`config.mk`:
```
export PLATFORM = sky130hd
export DESIGN_NAME = nibble_serial_add_seq_flat
export DESIGN_NICKNAME = d
export VERILOG_FILES = /design/src/rtl/nibble_serial_add_seq_if.sv /design/src/rtl/nibble_serial_add_seq.sv /design/src/flat_wrapper.sv
export SDC_FILE = /design/constraint.sdc
export NUM_CORES = 1
export LEC_CHECK = 0
export BUFFER_PORTS_ARGS = -buffer_cell sky130_fd_sc_hd__buf_2
export CAP_MARGIN = 20
export CORE_MARGIN = 2
export CORE_UTILIZATION = 56
export CTS_CLUSTER_SIZE = 16
export DETAILED_ROUTE_END_ITERATION = 12
export PLACE_DENSITY = 0.85
export SLEW_MARGIN = 0
export SYNTH_ARGS = -nofsm -noshare
export SYNTH_HDL_FRONTEND = slang
export SYNTH_SLANG_ARGS = --single-unit
export TNS_END_PERCENT = 10
```
`constraint.sdc`:
```
create_clock -name clk -period 5.3 [get_ports clk]
set_input_delay 1.06 -clock clk [delete_from_list [all_inputs] [get_ports clk]]
set_output_delay 1.06 -clock clk [all_outputs]
set_load 0.01 [all_outputs]
```
`src/rtl/nibble_serial_add_seq_if.sv`:
```
// Bundle of the operand, adder and result signals around nibble_serial_add_seq.
// The out_ovf member exists only when SERIAL_ADD_OVF_EN is defined.
interface nibble_serial_add_seq_if #(
  parameter int NIBBLES = 4
);
  localparam int W = 4 * NIBBLES;

  // Both handshakes: a transfer happens on a rising clk edge where valid && ready;
  // valid never waits on ready, and ready here depends only on the block's state.
  logic         in_valid;
  logic         in_ready;
  logic [W-1:0] in_a;
  logic [W-1:0] in_b;
  logic         in_cin;
  logic [3:0]   add_a;
  logic [3:0]   add_b;
  logic         add_cin;
  logic [3:0]   add_sum;
  logic         add_cout;
  logic         out_valid;
  logic         out_ready;
  logic [W-1:0] out_sum;
  logic         out_carry;
`ifdef SERIAL_ADD_OVF_EN
  logic         out_ovf;

  modport slave (
    input  in_valid, in_a, in_b, in_cin, add_sum, add_cout, out_ready,
    output in_ready, add_a, add_b, add_cin, out_valid, out_sum, out_carry, out_ovf
  );
  modport master (
    output in_valid, in_a, in_b, in_cin, add_sum, add_cout, out_ready,
    input  in_ready, add_a, add_b, add_cin, out_valid, out_sum, out_carry, out_ovf
  );
`else
  modport slave (
    input  in_valid, in_a, in_b, in_cin, add_sum, add_cout, out_ready,
    output in_ready, add_a, add_b, add_cin, out_valid, out_sum, out_carry
  );
  modport master (
    output in_valid, in_a, in_b, in_cin, add_sum, add_cout, out_ready,
    input  in_ready, add_a, add_b, add_cin, out_valid, out_sum, out_carry
  );
`endif
endinterface

```
`src/rtl/nibble_serial_add_seq.sv`:
```
// Wide adder sequencer: feeds an external 4-bit adder one nibble per cycle, LSB first.
// Optional signed-overflow flag enabled by the SERIAL_ADD_OVF_EN macro.
module nibble_serial_add_seq #(
  parameter int NIBBLES = 4
) (
  input  logic                   clk,
  input  logic                   rst_n,
  nibble_serial_add_seq_if.slave bus,
  output logic [1:0]             dbg_state_o
);
  localparam int W  = 4 * NIBBLES;
  localparam int KW = $clog2(NIBBLES);

  typedef enum logic [1:0] {
    S_IDLE = 2'd0,
    S_RUN  = 2'd1,
    S_DONE = 2'd2
  } state_e;

  state_e        state_q, state_d;
  logic [W-1:0]  opa_q, opa_d;
  logic [W-1:0]  opb_q, opb_d;
  logic [W-1:0]  sum_q, sum_d;
  logic          carry_q, carry_d;
  logic [KW-1:0] k_q, k_d;
  logic [KW+1:0] nib_lo;
  logic          last_nib;
`ifdef SERIAL_ADD_OVF_EN
  logic          ovf_q, ovf_d;
`endif

  assign nib_lo   = {k_q, 2'b00};
  assign last_nib = (k_q == KW'(NIBBLES - 1));

  always_ff @(posedge clk or negedge rst_n) begin
    if (!rst_n) begin
      state_q <= S_IDLE;
      opa_q   <= '0;
      opb_q   <= '0;
      sum_q   <= '0;
      carry_q <= 1'b0;
      k_q     <= '0;
`ifdef SERIAL_ADD_OVF_EN
      ovf_q   <= 1'b0;
`endif
    end else begin
      state_q <= state_d;
      opa_q   <= opa_d;
      opb_q   <= opb_d;
      sum_q   <= sum_d;
      carry_q <= carry_d;
      k_q     <= k_d;
`ifdef SERIAL_ADD_OVF_EN
      ovf_q   <= ovf_d;
`endif
    end
  end

  always_comb begin
    state_d       = state_q;
    opa_d         = opa_q;
    opb_d         = opb_q;
    sum_d         = sum_q;
    carry_d       = carry_q;
    k_d           = k_q;
`ifdef SERIAL_ADD_OVF_EN
    ovf_d         = ovf_q;
`endif
    bus.in_ready  = 1'b0;
    bus.out_valid = 1'b0;
    bus.add_a     = 4'h0;
    bus.add_b     = 4'h0;
    bus.add_cin   = 1'b0;

    case (state_q)
      S_IDLE: begin
        bus.in_ready = 1'b1;
        if (bus.in_valid) begin
          opa_d   = bus.in_a;
          opb_d   = bus.in_b;
          carry_d = bus.in_cin;
          k_d     = '0;
          sum_d   = '0;
`ifdef SERIAL_ADD_OVF_EN
          ovf_d   = 1'b0;
`endif
          state_d = S_RUN;
        end
      end
      S_RUN: begin
        bus.add_a   = opa_q[nib_lo +: 4];
        bus.add_b   = opb_q[nib_lo +: 4];
        bus.add_cin = carry_q;
        sum_d[nib_lo +: 4] = bus.add_sum;
        carry_d     = bus.add_cout;
        k_d         = k_q + KW'(1);
        if (last_nib) begin
          state_d = S_DONE;
`ifdef SERIAL_ADD_OVF_EN
          // Same-sign operands whose top sum bit differs from that sign.
          ovf_d = (opa_q[W-1] == opb_q[W-1]) && (bus.add_sum[3] != opa_q[W-1]);
`endif
        end
      end
      S_DONE: begin
        bus.out_valid = 1'b1;
        if (bus.out_ready) begin
          state_d = S_IDLE;
`ifdef SERIAL_ADD_OVF_EN
          ovf_d   = 1'b0;
`endif
        end
      end
      default: state_d = S_IDLE;
    endcase
  end

  assign bus.out_sum   = sum_q;
  assign bus.out_carry = carry_q;
`ifdef SERIAL_ADD_OVF_EN
  assign bus.out_ovf   = ovf_q;
`endif
  assign dbg_state_o   = state_q;
endmodule

```
`src/flat_wrapper.sv`:
```
// flat-port wrapper written by rule: the top's interface ports become plain ports
module nibble_serial_add_seq_flat 
#(
  parameter int NIBBLES = 4
)
  (clk, rst_n, dbg_state_o, bus_in_valid, bus_in_a, bus_in_b, bus_in_cin, bus_add_sum, bus_add_cout, bus_out_ready, bus_in_ready, bus_add_a, bus_add_b, bus_add_cin, bus_out_valid, bus_out_sum, bus_out_carry);
  nibble_serial_add_seq_if #(.NIBBLES(NIBBLES)) bus_i ();
  input  logic clk;
  input  logic rst_n;
  output logic [1:0] dbg_state_o;
  input wire logic [$bits(bus_i.in_valid)-1:0] bus_in_valid;
  input wire logic [$bits(bus_i.in_a)-1:0] bus_in_a;
  input wire logic [$bits(bus_i.in_b)-1:0] bus_in_b;
  input wire logic [$bits(bus_i.in_cin)-1:0] bus_in_cin;
  input wire logic [$bits(bus_i.add_sum)-1:0] bus_add_sum;
  input wire logic [$bits(bus_i.add_cout)-1:0] bus_add_cout;
  input wire logic [$bits(bus_i.out_ready)-1:0] bus_out_ready;
  output wire logic [$bits(bus_i.in_ready)-1:0] bus_in_ready;
  output wire logic [$bits(bus_i.add_a)-1:0] bus_add_a;
  output wire logic [$bits(bus_i.add_b)-1:0] bus_add_b;
  output wire logic [$bits(bus_i.add_cin)-1:0] bus_add_cin;
  output wire logic [$bits(bus_i.out_valid)-1:0] bus_out_valid;
  output wire logic [$bits(bus_i.out_sum)-1:0] bus_out_sum;
  output wire logic [$bits(bus_i.out_carry)-1:0] bus_out_carry;
  assign bus_i.in_valid = bus_in_valid;
  assign bus_i.in_a = bus_in_a;
  assign bus_i.in_b = bus_in_b;
  assign bus_i.in_cin = bus_in_cin;
  assign bus_i.add_sum = bus_add_sum;
  assign bus_i.add_cout = bus_add_cout;
  assign bus_i.out_ready = bus_out_ready;
  assign bus_in_ready = bus_i.in_ready;
  assign bus_add_a = bus_i.add_a;
  assign bus_add_b = bus_i.add_b;
  assign bus_add_cin = bus_i.add_cin;
  assign bus_out_valid = bus_i.out_valid;
  assign bus_out_sum = bus_i.out_sum;
  assign bus_out_carry = bus_i.out_carry;
  nibble_serial_add_seq #(.NIBBLES(NIBBLES)) u_core (.clk(clk), .rst_n(rst_n), .bus(bus_i), .dbg_state_o(dbg_state_o));
endmodule
```
# Word-level counts from Yosys, hierarchy flattened
# Cells that the tools add are included.
dict set report totals {
  ff_bits 53
  input_bits 42
  out_inout_bits 30
  word_cells 39
}
dict set report classes {
  n_addsub 2
  eq_ne 6
  n_shift 4
  mux 16
  reduce_logical 5
}
# operator count
set ops {}
lappend ops {{$pmux W16 S2} 1}
lappend ops {{$shiftx A16 B5 Y4} 2}
lappend ops {{$bwmux W16} 1}
lappend ops {{$mux W16} 1}
lappend ops {{$shift A4 B6 Y16 const A} 1}
lappend ops {{$shiftx A4 B6 Y16} 1}
lappend ops {{$mux W2} 4}
lappend ops {{$mux W4} 2}
lappend ops {{$neg A4 Y6} 1}
lappend ops {{$pmux W2 S3} 1}
lappend ops {{$eq A2 B2 Y1 const B} 2}
lappend ops {{$mux W1} 4}
lappend ops {{$ne A2 B2 Y1 const B} 2}
lappend ops {{$pmux W2 S2} 1}
lappend ops {{$reduce_and A2 Y1} 2}
lappend ops {{$reduce_and A3 Y1} 1}
lappend ops {{$add A2 B1 Y2 const B} 1}
lappend ops {{$eq A2 B1 Y1 const B} 1}
lappend ops {{$logic_not A2 Y1} 1}
lappend ops {{$ne A2 B1 Y1 const B} 1}
lappend ops {{$pmux W1 S2} 1}
lappend ops {{$reduce_bool A2 Y1} 1}

# Longest topological paths before layout
# Gate-level depths: netlist of the first run.
dict set report logic_depth {
  word_depth 4
  ltp_mapped 7
}

# Worst setup path before layout of the first run
# OpenSTA, ideal clock, no wires.
dict set report synth_timing {
  kind {register to output}
  startpoint {reg u_core.k_q[0]}
  endpoint {out bus_add_a[2]}
  t_arrival_ps 1435
  required_ps 4240
  setup_slack_ps 2805
  path_stages_with_launch 5
  cell_sequence {dfrtp_1 buf_2 buf_4 mux4_2 and2_1}
}
dict set report synth_between {
  elab_chain_len 2
}
# element line
set synth_rtl {}
lappend synth_rtl {{start: declaration} nibble_serial_add_seq.sv:25} ;# logic [KW-1:0] k_q, k_d;
lappend synth_rtl {{start signal: assignment} nibble_serial_add_seq.sv:52} ;# k_q <= k_d;
lappend synth_rtl {{$shiftx A16 B5 Y4} nibble_serial_add_seq.sv:91} ;# bus.add_a = opa_q[nib_lo +: 4];
lappend synth_rtl {{$mux W4} nibble_serial_add_seq.sv:75} ;# case (state_q)
lappend synth_rtl {{end: declaration} flat_wrapper.sv:19} ;# output wire logic [$bits(bus_i.add_a)-1:0] bus_add_a;
# Every way passes these cells.

# Worst setup path in the final report of the first run
dict set report layout_timing {
  startpoint {reg u_core.k_q[0]}
  endpoint {out bus_add_b[2]}
}
dict set report layout_between {
  elab_chain_len 2
}
# element line
set layout_rtl {}
lappend layout_rtl {{$shiftx A16 B5 Y4} nibble_serial_add_seq.sv:92} ;# bus.add_b = opb_q[nib_lo +: 4];
lappend layout_rtl {{$mux W4} nibble_serial_add_seq.sv:75}
lappend layout_rtl {{end: declaration} flat_wrapper.sv:20} ;# output wire logic [$bits(bus_i.add_b)-1:0] bus_add_b;
# Every way passes these cells.

==> results by stage, run 1 <==
Timing:
- Adding up every negative setup slack in the final design gives 0 ps.
- The final period utilization is 60.2%.
- The worst path meets setup with ~2100 ps of slack.
- The max-slew violation total from the final report is 0.
- The final worst hold slack is between 500 and 600 ps.
- The highest clock rate is 313 MHz.
- The transition time at the pin with the least slew margin is between 800 and 900 ps.
- The final critical-path required period is 3190 ps.
- Setup violations remaining at the end of the flow were counted as 0.
- On the final layout, the worst clock skew is approximately 10 ps.
- The total count of hold-check failures in the final report came to 0.
- Setup repair after global routing left no endpoint under its margin.
- The worst slew slack as a fraction of its limit is between 40% and 50%.

Cells and area:
- The post-route cell area is approximately 3000 um^2.
- The post-layout net count is around 290.
- The number of diodes is 0.
- Leaving out fill and tap cells, the most frequent cell in the layout is buf_2.
- The final instance count without filler cells is 290.
- In the layout the commonest cells are buf_2 (71), dfrtp_1 (53), mux2_4 (28), a22o_1 (17), and2_1 (9).
- The filler cell count is 304.
- The signed area change from the synthesized netlist to the final layout is 16.4%.
- Of the cells placed in the final design, the portion with a size suffix greater than 1 is 52.5%.

Hold path:
- The path class of the tightest hold or removal check is reg -> reg.

Drt:
- The routed via count is around 1600.
- The detailed-route vias per instance is 5.49.
- For this run, the detailed router's first-pass iteration total came to 4.
- The average detailed-routed wire length per instance is 16.4 um.
- In the routed design, unresolved DRC markers number 0.
- The wire length after detailed routing is around 4700 um.
- In this run the remaining antenna-violating nets after routing total 0.
- The detailed router finished its first iteration with 66 violations.

CTS:
- The number of sinks driven by the clock tree is 53.
- The cell at the root of the clock tree is clkbuf_8.
- The post-CTS setup buffer count is 0.
- For the worst-skew pair, the clock arrives at the later sink with an insertion delay of 310 ps.
- The clock passes through at most 2 buffers.
- The clock-pin slew on the worst setup and hold paths is ~90 ps.
- The clock tree from TritonCTS is done.
- The number of levels in the clock H-tree is 2.
- The number of gates resized after cts is 0.
- In this run, post-CTS hold repair placed 0 buffers.
- The number of clock buffers added by TritonCTS is 5.

Logic synthesis:
- Counting every net in the synthesized netlist gives 216.
- The cell area after technology mapping is 2560 um^2.
- The synthesized netlist cell count is between 150 and 200.
- Each instance of the synthesized netlist takes up on average 15.2 um^2.
- In this run, distinct cell masters in the synthesized netlist total 29.
- Of the synthesized area, sequential elements account for about half.
- After synthesis the netlist holds a flip-flop and latch count of 53.
- The Yosys step of the flow raised 0 warnings.

Worst setup path:
- The category of the worst setup path launch point is a register.
- The arrival time of the worst setup path is between 2000 and 2500 ps.
- The critical path buffer and inverter count is 1.
- Traced cell by cell, the critical path runs through mux4_2 -> and2_1 -> buf_2.
- STA puts the critical path data required time at around 4200 ps.
- The family with the most delay on the worst path is flip-flops.
- The cell type of the slowest stage on the worst timing path is dfrtp_1.
- The type of the worst setup path is reg -> out.
- The worst stage delay on the critical path is 910 ps.
- In this run the worst path has a maximum fanout of 17.
- The worst setup path is captured at an output port.

Global routing:
- The initial antenna violation count is 0.
- The total overflow reported by the global router is 0.
- The first global-routing pass estimated 7670 um of wire.
- Entering global routing, the biggest net connects 54 pins.
- The number of global-route vias before repair is 1561.
- Global routing used 19.8% of the available tracks.

Place:
- Timing analysis after detailed placement gives a worst setup slack of 2430 ps.
- Detailed placement finished with a half-perimeter wire length of 3520 um.
- At the end of routability-driven placement, the weighted congestion stood at 0.724.
- The placed instance area is 2890 um^2.
- Once placement completed, the tool counted placed cells totaling 282.
- The number of port buffers is between 70 and 80.

Floorplanning:
- The die covers 5130 um^2.
- The effective utilization at floorplan is roughly three fifths.
- The height of the die is 71.6 um.
- The die width is 71.6 um.
- The total area inside the core boundary comes to 4380 um^2.
- The top-level I/O count is 72.
- The cell row count is 24.

Pwr:
- For this design the ratio of total power to cell area is 598 nW/um^2.
- In this run the static leakage power is approximately 1.5 nW.
- The worst ir drop on vdd is around 300 uV.

Status:
- The flow ran to the end, and the final reports show no timing, DRC or antenna violations.

Job:
- The max-capacitance violation count is 0.
worst paths after layout:
check                      cells past startpoint  slack [ps]                          from                                  to
max                                            3        2110     u_core.k_q[0]$_DFFE_PN0P_                        bus_add_b[2]
max in group asynchronous                      2        4020                         rst_n  u_core.bus.out_sum[12]$_DFFE_PN0P_
min reg2reg                                    1         510  u_core.opb_q[10]$_DFFE_PN0P_        u_core.opb_q[10]$_DFFE_PN0P_
max reg2reg                                    4        2960     u_core.k_q[0]$_DFFE_PN0P_   u_core.bus.out_sum[1]$_DFFE_PN0P_
min in group asynchronous                      2         850                         rst_n         u_core.opb_q[9]$_DFFE_PN0P_
min                                            1         510  u_core.opb_q[10]$_DFFE_PN0P_        u_core.opb_q[10]$_DFFE_PN0P_
layer usage:
metal / vias up / GRT usage (%) / wire length [um]
met2: 43 / 33.0 / 2400
li1: 746 / - / -
met3: 7 / 4.64 / 225
met4: 0 / 6.08 / 55
met1: 795 / 26.0 / 2060
met5: - / 0 / 0
cells in the mapped netlist, drive strengths merged:
cell type / count / area share [%]
o31ai: 1 / 0.29
nand2: 7 / 1.0
nor4: 2 / 0.98
inv: 3 / 0.44
a22o: 17 / 5.8
and3: 1 / 0.24
nand2b: 2 / 0.49
mux2: 32 / 18
o21ai: 2 / 0.39
dfrtp: 53 / 52
ha: 6 / 2.9
mux4: 8 / 7.0
a221o: 1 / 0.39
or3b: 1 / 0.34
nor4b: 1 / 0.59
nand3b: 1 / 0.29
nor3: 1 / 0.20
buf: 8 / 3.7
a21o: 4 / 1.2
and2: 9 / 2.2
clkbuf: 3 / 0.44
nor2: 2 / 0.29
nand3: 1 / 0.20
nor2b: 2 / 0.49
flip-flops by register name, indices dropped and copies added (netlist names):
register              flops
u_core.bus.out_carry      1
u_core.bus.out_sum       16
u_core.dbg_state_o        2
u_core.k_q                2
u_core.opa_q             16
u_core.opb_q             16
cell families after synthesis:
logic type,Yosys count,share of synthesized area (%)
AO/OA/AOI/OAI,25,8.07
adder cells (fa/ha/maj),6,2.93
buffers and inverters,14,4.60
flip-flops,53,51.8
multiplexers,40,25.2
AND/OR/NAND/NOR,30,7.33
layout make-up:
cell class | instances | area (um^2) | share of cell area, %
Clock buffer | 5 | 68.8 | 2.31
Clock inverter | 3 | 22.5 | 0.756
Inverter | 3 | 11.3 | 0.378
Multi-Input combinational cell | 101 | 1110 | 37.4
Sequential cell | 53 | 1330 | 44.5
Tap cell | 52 | 65.1 | 2.18
Timing Repair Buffer | 73 | 370 | 12.4
report_power, final:
group | internal, mW | switching (mW) | total, mW
clock network | 0.0927 | 0.129 | 0.222
logic | 0.490 | 0.334 | 0.824
registers | 0.584 | 0.154 | 0.737
total | 1.17 | 0.617 | 1.78
metrics by stage:
stage | power [mW] | util, %
finish | 1.78 | 68.0
global route | 1.91 | 68.0
CTS | 1.80 | 68.0
detailed placement | 1.57 | 65.9
global placement | 1.54 | 65.9
floorplan | 1.38 | -
worst reg2reg max path, cell delays in order, from the launching register on:
cell     delay (ps)
dfrtp_1         910
inv_1           240
ha_1            440
nor4b_2         460
a22o_1          230
(Power assumes the default switching activity.)
==> run 2: changes to the inputs <==
Settings changed: CORE_UTILIZATION 56 to 47, PLACE_DENSITY 0.85 to 0.76.
Clock period 5.3 ns to 2.7 ns, I/O delays scaled along.
==> run 2 against run 1 <==
Compared with the run above:
- total power grew 100%
- non-clock buffer count rose by 3
- cell count increased by 7.2%
- clock skew hardly changed
- largest power group unchanged
==> results by stage, run 2 (same netlist as run 1, synthesis figures left out) <==
Worst setup path:
- The length in cells of the worst reg-to-reg path is 4.
- STA puts the critical path data arrival time at 1970 ps.
- The element type at the critical path end is an output port.
- The worst setup path is of the reg -> out kind.
- The capture point of the worst reg-to-reg path is u_core.bus.out_sum[3]$_DFFE_PN0P_.
- The startpoint of the worst-slack reg-to-reg timing path is u_core.k_q[0]$_DFFE_PN0P_.
- Across all register-to-register paths, the minimum setup slack is 510 ps.
- The worst setup path is launched from a register.
- In this run the worst path has a maximum fanout of 13.
- Data on the critical path is required at its endpoint by 2160 ps.

Cells and area:
- The library cells used most frequently in the layout, excluding fill and tap cells, are buf_2 (71), dfrtp_1 (53), mux2_4 (28), a22o_1 (17), and2_1 (9).
- Cells fill 59.1% of the core in the end.
- The signed area change from the synthesized netlist to the final layout is 19.5%.
- The fraction of final layout cells with drive strength greater than 1 is a little over half.
- The final instance count without filler cells is between 300 and 400.
- The layout has 420 filler cells.
- The number of diodes is 0.
- The post-layout net count is 288.
- The library cell used most frequently in the layout, excluding fill and tap cells, is buf_2.

Timing:
- The worst slew slack as a fraction of its limit is 56.4%.
- Setup repair after global routing left no endpoint under its margin.
- For the final routed database, the setup TNS stands at 0 ps.
- The final critical-path required period is 2510 ps.
- For this run, the top clock speed supported by timing is 398 MHz.
- Clock skew on the completed layout was measured at about 9.6 ps.
- The final period utilization is 93.1%.
- Setup violations remaining at the end of the flow were counted as 0.
- The setup slack of the critical path after layout is 185 ps.
- The max-slew violation total from the final report is 0.
- The total count of hold-check failures in the final report came to 0.
- For the pin with the worst max-slew slack, the measured transition is between 600 and 700 ps.

Drt:
- Before antenna repair, the detailed router went through 4 iterations.
- The final routed DRC violation total is 0.
- The wire length after detailed routing is 5070 um.
- The detailed-route vias per instance is 5.10.
- The routed via count is 1585.
- The average detailed-routed wire length per instance is 16.3 um.
- The number of nets with antenna violations after detailed routing is 0.
- The number of DRC markers after the initial detailed-route iteration is 60.

Global routing:
- Across every metal layer, demand over resource in global routing totals 18.5%.
- The number of global-route vias before repair is 1754.
- The initial antenna violation count is 0.
- Global routing finished with a remaining overflow of 0.
- The first-pass GRT wire length is 8700 um.
- Entering global routing, the biggest net connects 26 pins.

CTS:
- The number of hold buffers added after CTS was 0.
- The total clock buffers created by CTS is 5.
- Once the clock tree was built, the resizer swapped 0 gates to a different size.
- The clock tree from TritonCTS is done.
- After clock tree synthesis, the clock-pin slew on the worst setup and hold paths is 100 ps.
- The number of buffers on the longest clock path is 2.
- The cell at the root of the clock tree is clkbuf_8.
- For the worst-skew pair, the clock arrives at the later sink with an insertion delay of 300 ps.
- The number of sinks driven by the clock tree is 53.
- The post-CTS setup buffer count is 0.
- The number of levels in the clock H-tree is 2.

Pwr:
- The power after layout is 3.65 mW.
- The worst ir drop on vdd is 548 uV.
- The leakage component of the power is 1.59 nW.
- The ratio of total power to cell area is 1200 nW/um^2.

Place:
- The number of port buffers is 71.
- Detailed placement ended at an HPWL of about 3800 um.
- Including well taps, the total number of placed cells is between 300 and 400.
- The placer's final routability congestion estimate is 0.812.
- The pre-CTS worst setup slack is 487 ps.

Status:
- The flow ran to the end, and the final reports show no timing, DRC or antenna violations.

Floorplanning:
- The area inside the core boundary is 5170 um^2.
- Measured along the x axis, the die boundary spans 77.8 um.
- The die is 77.8 um tall.
- The cell row count is 26.
- In this run the count of I/O pins placed on the die edge is 72.
- Once the floorplan was initialized, standard cells occupied 49.5% of the core.
- The die footprint is between 6000 and 7000 um^2.

Job:
- Across the run, the number of max-cap violations was 0.

Hold path:
- The type of the tightest min-delay check is in -> async.
==> run 2: cell types whose count changed in the layout (fill, tap and decap cells not counted) <==
cell,before,now
buf_12,0,1
buf_4,2,4
bufinv_16,0,1
clkbuf_1,0,1
clkinv_4,0,1
clkinvlp_4,3,0
==> run 2: how the worst max path moves through the flow <==
stage / to / slack (ps) / from
final: bus_add_a[1] / 190 / u_core.k_q[0]$_DFFE_PN0P_
after global routing: bus_add_a[3] / 40 / u_core.k_q[0]$_DFFE_PN0P_
after CTS: bus_add_a[1] / 140 / u_core.k_q[0]$_DFFE_PN0P_
after detailed placement: bus_add_a[1] / 490 / u_core.k_q[0]$_DFFE_PN0P_
after global placement: bus_add_b[3] / 510 / u_core.k_q[0]$_DFFE_PN0P_
after floorplan: bus_add_a[2] / 720 / u_core.k_q[0]$_DFFE_PN0P_
==> run 2: worst max-delay path, stage by stage (launching register included) <==
cell and delay, ps:
dfrtp_1 770, mux4_2 590, and2_1 170, buf_2 130
==> run 2: power by group <==
part | total (mW) | leakage (nW) | switching [mW] | internal [mW]
Combinational | 1.67 | 0.875 | 0.674 | 0.993
Clock | 0.540 | 0.0554 | 0.261 | 0.279
Sequential | 1.45 | 0.658 | 0.300 | 1.15
==> run 2: layout make-up <==
class	instances	area (um^2)	area share (%)
well taps	70	87.6	2.87
clock buffers	6	72.6	2.37
multi-input cells	101	1110	36.5
flip-flops and latches	53	1330	43.4
inverters	3	11.3	0.368
repair buffers	76	405	13.3
clock inverters	2	38.8	1.27
==> run 2: per-stage QoR <==
step           hold WS [ps]  instance area, um^2
6_report               90.2                 3060
5_1_grt                92.5                 3060
4_1_cts                98.9                 3060
3_5_place_dp            433                 2950
3_3_place_gp            427                 2950
2_1_floorplan           244                 2560
==> run 2: metal layers <==
metal	up-vias	part of all wire, %	global-route usage [%]
li1	753	-	-
met1	787	44	23.3
met2	39	51	31.6
met3	6	3.7	3.84
met4	0	1.5	6.25
met5	-	0	0
